## src/rtl/seg_decode_pkg.sv

```systemverilog
// Shared constants for the seven-segment read-back monitor: glyph patterns
// (bit 6 = segment A ... bit 0 = segment G, active-high) and FSM states.
package seg_decode_pkg;

  localparam int SEG_W = 7;

  localparam logic [SEG_W-1:0] GLYPH_0 = 7'h7E;
  localparam logic [SEG_W-1:0] GLYPH_1 = 7'h30;
  localparam logic [SEG_W-1:0] GLYPH_2 = 7'h6D;
  localparam logic [SEG_W-1:0] GLYPH_3 = 7'h79;
  localparam logic [SEG_W-1:0] GLYPH_4 = 7'h33;
  localparam logic [SEG_W-1:0] GLYPH_5 = 7'h5B;
  localparam logic [SEG_W-1:0] GLYPH_6 = 7'h5F;
  localparam logic [SEG_W-1:0] GLYPH_7 = 7'h70;
  localparam logic [SEG_W-1:0] GLYPH_8 = 7'h7F;
  localparam logic [SEG_W-1:0] GLYPH_9 = 7'h7B;
  localparam logic [SEG_W-1:0] GLYPH_A = 7'h77;
  localparam logic [SEG_W-1:0] GLYPH_B = 7'h1F;
  localparam logic [SEG_W-1:0] GLYPH_C = 7'h4E;
  localparam logic [SEG_W-1:0] GLYPH_D = 7'h3D;
  localparam logic [SEG_W-1:0] GLYPH_E = 7'h4F;
  localparam logic [SEG_W-1:0] GLYPH_F = 7'h47;

  typedef enum logic [1:0] {
    IDLE,
    SETTLE,
    STABLE
  } state_t;

endpackage

```

## src/rtl/seg7_to_hex.sv

```systemverilog
// Combinational inverse of the hex glyph table: segment pattern in,
// nibble plus a flag saying whether the pattern is a legal glyph.
module seg7_to_hex
  import seg_decode_pkg::*;
(
  input  logic [SEG_W-1:0] seg,
  output logic [3:0]       nib,
  output logic             legal
);

  always_comb begin
    nib   = 4'h0;
    legal = 1'b1;
    case (seg)
      GLYPH_0: nib = 4'h0;
      GLYPH_1: nib = 4'h1;
      GLYPH_2: nib = 4'h2;
      GLYPH_3: nib = 4'h3;
      GLYPH_4: nib = 4'h4;
      GLYPH_5: nib = 4'h5;
      GLYPH_6: nib = 4'h6;
      GLYPH_7: nib = 4'h7;
      GLYPH_8: nib = 4'h8;
      GLYPH_9: nib = 4'h9;
      GLYPH_A: nib = 4'hA;
      GLYPH_B: nib = 4'hB;
      GLYPH_C: nib = 4'hC;
      GLYPH_D: nib = 4'hD;
      GLYPH_E: nib = 4'hE;
      GLYPH_F: nib = 4'hF;
      default: legal = 1'b0;
    endcase
  end

endmodule

```

## src/rtl/segment_count_decoder.sv

```systemverilog
// Two-digit seven-segment read-back: waits for the buses to settle, then decodes
// them to a byte. Define SEG_INPUT_ACTIVE_LOW_EN for active-low segment pins.
module segment_count_decoder
  import seg_decode_pkg::*;
#(
  parameter int STABLE_CYCLES = 4
) (
  input  logic             i_Clk,
  input  logic             i_Rst_L,
  input  logic [SEG_W-1:0] i_Segment1,
  input  logic [SEG_W-1:0] i_Segment2,
  output logic [7:0]       o_Count,
  output logic             o_Count_DV,
  output logic             o_Error,
  output logic [7:0]       o_Err_Cnt
);

  localparam int              CNT_W   = $clog2(STABLE_CYCLES + 1);
  localparam logic [CNT_W-1:0] CNT_MAX = CNT_W'(STABLE_CYCLES);

  logic [2*SEG_W-1:0] seg_in;
  logic [2*SEG_W-1:0] r_Seg;
  logic [CNT_W-1:0]   r_Cnt;
  logic [CNT_W-1:0]   cnt_next;
  state_t             state;
  state_t             state_next;
  logic               match;
  logic               report;
  logic               fault;
  logic [3:0]         nib1;
  logic [3:0]         nib2;
  logic               legal1;
  logic               legal2;

`ifdef SEG_INPUT_ACTIVE_LOW_EN
  assign seg_in = ~{i_Segment1, i_Segment2};
`else
  assign seg_in = {i_Segment1, i_Segment2};
`endif

  assign match = (seg_in == r_Seg);

  // Decode the captured copy; at the decide edge it equals the live inputs.
  seg7_to_hex u_digit1 (.seg(r_Seg[2*SEG_W-1:SEG_W]), .nib(nib1), .legal(legal1));
  seg7_to_hex u_digit2 (.seg(r_Seg[SEG_W-1:0]),       .nib(nib2), .legal(legal2));

  always_ff @(posedge i_Clk or negedge i_Rst_L) begin
    if (!i_Rst_L) begin
      state <= IDLE;
    end else begin
      state <= state_next;
    end
  end

  always_comb begin
    state_next = state;
    cnt_next   = r_Cnt;
    report     = 1'b0;
    fault      = 1'b0;
    case (state)
      IDLE: begin
        state_next = SETTLE;
        cnt_next   = '0;
      end
      SETTLE: begin
        if (!match) begin
          cnt_next = '0;
        end else if (r_Cnt == CNT_MAX) begin
          state_next = STABLE;
          report     = legal1 && legal2;
          fault      = !(legal1 && legal2);
        end else begin
          cnt_next = r_Cnt + 1'b1;
        end
      end
      STABLE: begin
        if (!match) begin
          state_next = SETTLE;
          cnt_next   = '0;
        end
      end
      default: begin
        state_next = IDLE;
        cnt_next   = '0;
      end
    endcase
  end

  always_ff @(posedge i_Clk or negedge i_Rst_L) begin
    if (!i_Rst_L) begin
      r_Seg      <= '0;
      r_Cnt      <= '0;
      o_Count    <= 8'h00;
      o_Count_DV <= 1'b0;
      o_Error    <= 1'b0;
      o_Err_Cnt  <= 8'h00;
    end else begin
      r_Seg      <= seg_in;
      r_Cnt      <= cnt_next;
      o_Count_DV <= report;
      o_Error    <= fault;
      if (report) begin
        o_Count <= {nib1, nib2};
      end
      if (fault && (o_Err_Cnt != 8'hFF)) begin
        o_Err_Cnt <= o_Err_Cnt + 8'd1;
      end
    end
  end

endmodule

```

## config.mk

```make
export PLATFORM = sky130hd
export DESIGN_NAME = segment_count_decoder
export DESIGN_NICKNAME = d
export VERILOG_FILES = /design/src/rtl/seg_decode_pkg.sv /design/src/rtl/seg7_to_hex.sv /design/src/rtl/segment_count_decoder.sv
export SDC_FILE = /design/constraint.sdc
export NUM_CORES = 1
export LEC_CHECK = 0
export BUFFER_PORTS_ARGS = -buffer_cell sky130_fd_sc_hd__buf_4
export CAP_MARGIN = 5
export CORE_ASPECT_RATIO = 0.7
export CORE_MARGIN = 2
export CORE_UTILIZATION = 40
export CTS_CLUSTER_SIZE = 30
export DETAILED_ROUTE_END_ITERATION = 10
export PLACE_DENSITY = 0.6
export SYNTH_ARGS = -nofsm -noshare
export SYNTH_HDL_FRONTEND = slang
export SYNTH_HIERARCHICAL = 1
export SYNTH_SLANG_ARGS = --single-unit
```

## constraint.sdc

```tcl
create_clock -name i_Clk -period 6.95 [get_ports i_Clk]
set_input_delay 1.39 -clock i_Clk [delete_from_list [all_inputs] [get_ports i_Clk]]
set_output_delay 1.39 -clock i_Clk [all_outputs]
set_load 0.03 [all_outputs]
```

==> out/metrics.yaml, run 1 <==
vias: 1875
diodes: 0
maxSlewHeadroom_pct: 63.3
worstMarginPinSlew_ns: 0.549
wl_per_cell_um: 15.1
coreArea_mm2: 0.00564
h-tree-depth: 2
grt_usage_pct: 17.0
syn_nets: 259
rsz0062_at_grt: "false"
tritoncts: "done"
cp.depth: 6
rr_worst_depth: 5
die_w_um: 94.5
cp_data_required_time_ns: 7.12
io_pins: 34
cpMaxStageDelayCell: "or4_1"
drv_slew: 0
chipHeight_um: 67.4
dp_hpwl_um: 3550
clk_latency_ns: 0.28
ys.flop_type: "dfrtp_1"
peakVddDrop_v: 0.0000782
clock_sinks: 37
drtIter0Drc: 178
p_per_area_mw_per_mm2: 172
cts_resized: 0
root_buffer: "clkbuf_8"
grt_pass1_vias: 1658
antenna_found_initial: 0
final-hold-violation-count: 0
nNetsFinal: 283
syn-cell-area_mm2: 0.00229
initial_utilization_pct: 40.7
clkTransAtPathRegs_ns: 0.07
viasPerCell: 5.53
path_cells: "buf_4 -> xor2_1 -> nor4_1 -> nand4_1 -> or4_1 -> mux2_4"
timing.hold.ws_ns: 0.506
clock.fmax_ghz: 0.277
timing.final.crit_period_ns: 3.61
worst-path-buf-inv: 1
ys_warn_count: 6
fin_setup_tns_ns: 0
leakage_uw: 0.00122
die-area_mm2: 0.00637
grt_remaining_overflow: 0
syn_inst: 240
drc: 0
cpLargestDelayFamily: "simple AND/OR/NAND/NOR gates"
synthDistinctLibCells: 39
worstHoldPathType: "reg -> reg"
syn_avg_cell_area_um2: 9.56
worst-setup-path-type: "in -> reg"
grt_pass1_wl_um: 8450
synth_edf_count: 0
drive_gt1_share_pct: 20.5
final_antenna_net_count: 0
ys_seq_elements: 37
end_kind: "register"
whs_path_depth: 1
crit_path_start_kind: "input port"
synth_seq_area_share_pct: 40.3
max_cap_violations: 0
cts_buffer_depth: 2
ctsHoldBuffers: 0
num_rows: 23
firstDrtPassIters: 4
crit_arrival_ns: 3.78
grt_max_degree: 38
fin_worst_skew_ns: 0.00313
slowest_delay_ns: 0.86
numCtsBuffers: 5
status: "finished clean"
place_congestion: 0.830
postCtsSetupBuffers: 0
routed_wl_um: 5110
setup_violations: 0
path_max_fanout: 15
period_share_pct: 52.0
numPortBuffers: 33
synthArstFlopShare_pct: 100
syn_to_final_growth_pct: 15.4
==> stage by stage <==
step           total power (µW)  util (%)  cell area [µm²]  std cells  setup WS, ns
2_1_floorplan               260         -             2290        240          3.94
3_3_place_gp                278      45.1             2540        332          3.04
3_5_place_dp                278      45.1             2540        332          3.02
4_1_cts                     459      47.0             2650        339          3.32
5_1_grt                     480      47.0             2650        339          3.20
6_report                    455      47.0             2650        339          3.34
==> power by group <==
part | internal [µW] | switching [µW] | leakage (µW)
Clock | 104 | 77.2 | 0.0000540
Sequential | 219 | 16.9 | 0.000479
Combinational | 19.2 | 18.4 | 0.000688
==> cell families after synthesis <==
family | synth area share [%]
muxes | 6.22
xor gates and xnor gates | 8.40
AOI/OAI and AO/OA | 11.7
adders and majority gates | 1.64
buffers and inverters | 5.45
DFF | 40.3
and+or+nand+nor | 26.3
==> placed cells by master, fill, tap and decap left out, drive strengths merged, types with 6 or more instances in the layout <==
master / instances
nand2: 18
dfrtp: 37
mux2: 10
xor2: 20
o211ai: 9
nand4: 11
nor4: 6
buf: 33
nand3: 15
a21oi: 11
nor3: 7
inv: 9
nor2: 15
and3: 6
==> synthesized netlist by cell type, types with 3 or more instances <==
cell      number  share of area, %
xor2_1        20               7.6
nor4_1         6               1.6
dfrtp_1       37                40
ha_1           3               1.6
nand4_1       11               3.0
nand3_1       15               3.3
and3_1         4               1.1
nand2b_1       4               1.1
nor3_1         7               1.5
o211ai_1       9               2.9
nand2_1       18               2.9
nand3b_1       5               1.6
a21oi_1       11               2.4
o22ai_1        4               1.1
nor4bb_1       4               1.7
mux2_4         8               5.2
o21ai_0        3              0.65
buf_2         10               2.2
nor2_1        15               2.5
clkbuf_1       3              0.49
inv_1          9               1.5
==> layout make-up <==
class	instances	area, µm²
Multi-Input combinational cell	178	1240
Fill cell	558	2990
Clock inverter	2	35.0
Tap cell	75	93.8
Sequential cell	37	926
Clock buffer	5	68.8
Timing Repair Buffer	33	248
Inverter	9	33.8
==> state kept, by name, summed over array words and instances (netlist names) <==
| signal | count |
|---|---|
| r_Cnt | 3 |
| o_Err_Cnt | 8 |
| state | 2 |
| o_Count_DV | 1 |
| o_Count | 8 |
| r_Seg | 14 |
| o_Error | 1 |
==> final timing paths <==
check	startpoint	to	slack (ns)
min in group asynchronous	i_Rst_L	o_Count[4]	1.06
min reg2reg	state[0]	state[0]	0.51
max in group asynchronous	i_Rst_L	r_Seg[2]	5.56
min	state[0]	state[0]	0.51
max	i_Segment1[1]	o_Count[4]	3.34
max reg2reg	r_Seg[9]	o_Count[4]	3.86
==> routing by layer <==
layer | wire [µm] | share of wire, % | GRT usage [%]
met1 | 2650 | 52 | 25.3
met2 | 2150 | 42 | 24.7
met3 | 291 | 5.7 | 4.69
met4 | 12 | 0.23 | 3.26
met5 | 0 | 0 | 0
==> worst register-to-register path, delay by kind of cell, from the launching register on <==
| kind | cells | cell delay [ns] |
|---|---|---|
| flip-flops | 1 | 0.59 |
| multiplexers | 1 | 0.39 |
| AND/OR/NAND/NOR | 3 | 1.74 |
| XOR/XNOR | 1 | 0.25 |
Power figures use the tool's default switching activity.
==> run 2: changes to the inputs <==
- PLACE_DENSITY: 0.6 -> 0.63
- clock period: 6.95 -> 3.15 ns (I/O delays scaled with it)
==> run 2 against run 1 <==
Against the previous run: clock power grew 92%; sequential share of layout area shrank 0.58 points; combinational power grew to 2.8 times the previous value; critical path depth is the same; hold slack lost 0.21 ns; total power grew 110%; cell count grew 2.4%; utilization grew 0.80 points; global-route usage grew 0.70 points; first-iteration DRC count shrank 70%; largest cell class unchanged; highest routed layer unchanged.
==> out/metrics.yaml, run 2 (synthesis results as in run 1) <==
setup_violations: 0  # unchanged
largest_registers: "r_Seg (14), o_Count (8), o_Err_Cnt (8)"
grt_usage_pct: 17.7  # +0.70 points
die-area_mm2: 0.00637  # unchanged
ff2ff_setup_slack_ns: 0.28  # -3.58 ns
layout_common_cells: "40 x buf_4, 37 x dfrtp_1, 20 x xor2_1"
ctsHoldBuffers: 0  # unchanged
fin_setup_tns_ns: 0  # unchanged
root_buffer: "clkbuf_8"
cts_resized: 0  # unchanged
dp_hpwl_um: 3690  # +3.8%
max_cap_violations: 0  # unchanged
clk_latency_ns: 0.29  # about the same
drive_gt1_share_pct: 22.8  # +2.3 points
period_share_pct: 91.2
initial_utilization_pct: 40.7  # unchanged
cpMaxStageDelayCell: "or4_1"
crit_path_start_kind: "register"
p_total_uw: 961  # +110%
wl_per_cell_um: 15.0  # -0.20%
num_rows: 23  # unchanged
numCtsBuffers: 5  # unchanged
path_cells: "or4b_1 -> o221a_1 -> nand4_1 -> nand2_1 -> or4_1 -> mux2_4"
rsz0062_at_grt: "false"
slowest_delay_ns: 0.82  # -0.04 ns
grt_remaining_overflow: 0  # unchanged
path_max_fanout: 11  # -4
antenna_found_initial: 0  # unchanged
maxSlewHeadroom_pct: 64.3  # +1.0 points
final_antenna_net_count: 0  # unchanged
viasPerCell: 5.62  # +1.6%
worstMarginPinSlew_ns: 0.535  # -0.0140 ns
clock_sinks: 37  # unchanged
tritoncts: "done"
timing.final.crit_period_ns: 2.87
drv_slew: 0  # unchanged
die_w_um: 94.5  # unchanged
io_pins: 34  # unchanged
crit_arrival_ns: 3.05  # -0.73 ns
fin_worst_skew_ns: 0.00618  # +0.00305 ns
coreArea_mm2: 0.00564  # unchanged
max_flop_register: "r_Seg"
grt_pass1_vias: 1792  # +8.1%
clock.fmax_ghz: 0.348
leakage_uw: 0.00125  # +2.5%
diodes: 0  # unchanged
largest_register_ffs: 14  # unchanged
vias: 1949  # +3.9%
drtIter0Drc: 53  # -70%
place_congestion: 0.843  # +1.6%
clkTransAtPathRegs_ns: 0.08  # about the same
grt_pass1_wl_um: 8820  # +4.3%
worstHoldPathType: "in -> async"
final-hold-violation-count: 0  # unchanged
routed_wl_um: 5220  # +2.2%
drc: 0  # unchanged
status: "finished clean"
cp_data_required_time_ns: 3.33  # -3.79 ns
numPortBuffers: 33  # unchanged
timing.hold.ws_ns: 0.293  # -0.214 ns
p_per_area_mw_per_mm2: 357  # +110%
end_kind: "register"
grt_max_degree: 38  # unchanged
peakVddDrop_v: 0.000208  # +170%
firstDrtPassIters: 4  # unchanged
final_common_cell: "buf_4"
cts_buffer_depth: 2  # unchanged
postCtsSetupBuffers: 0  # unchanged
chipHeight_um: 67.4  # unchanged
nNetsFinal: 290  # +2.5%
worst-setup-path-type: "reg -> reg"
h-tree-depth: 2  # unchanged
syn_to_final_growth_pct: 17.4
## run 2: power breakdown
part,switching (µW),internal [µW]
registers,20.5,484
logic,58.8,47.5
clock network,173,177
total,252,708
## run 2: path summary, 6_finish.rpt
kind                               startpoint          to  depth (start not counted)
worst max-delay path                r_Seg[11]  o_Count[2]                          6
worst min-delay path                  i_Rst_L  o_Count_DV                          1
worst max register to register      r_Seg[11]  o_Count[2]                          6
worst min register to register       state[0]    state[0]                          1
max in group asynchronous             i_Rst_L    r_Seg[7]                          1
min in group i_Clk              i_Segment2[5]    r_Seg[5]                          1
## run 2: metrics by stage
stage                     instance area [µm²]  setup slack (ns)  util, %  instances
after floorplan                          2290             0.684        -        240
after global routing                     2690             0.179     47.8        347
final                                    2690             0.276     47.8        347
after CTS                                2690             0.308     47.8        347
after detailed placement                 2600             0.311     46.1        339
after global placement                   2600             0.413     46.1        339
## run 2: layout make-up
class | instances | area, µm²
clock buffers | 6 | 82.6
repair buffers | 40 | 300
flip-flops and latches | 37 | 926
clock inverters | 2 | 13.8
inverters | 9 | 33.8
multi-input cells | 178 | 1240
well taps | 75 | 93.8
fillers | 551 | 2950
## run 2: layer usage
layer | track usage, % | vias to the layer above | part of all wire, %
met5 | 0 | - | 0
met4 | 4.35 | 0 | 1.1
met3 | 4.02 | 7 | 6.0
met2 | 26.4 | 61 | 43
met1 | 26.0 | 944 | 50
li1 | - | 937 | -
## run 2: critical path: cells and delay by family (launching register included)
| kind | cells | cell delay [ns] |
|---|---|---|
| and+or+nand+nor | 4 | 1.54 |
| DFF | 1 | 0.56 |
| muxes | 1 | 0.40 |
| AOI/OAI and AO/OA | 1 | 0.26 |
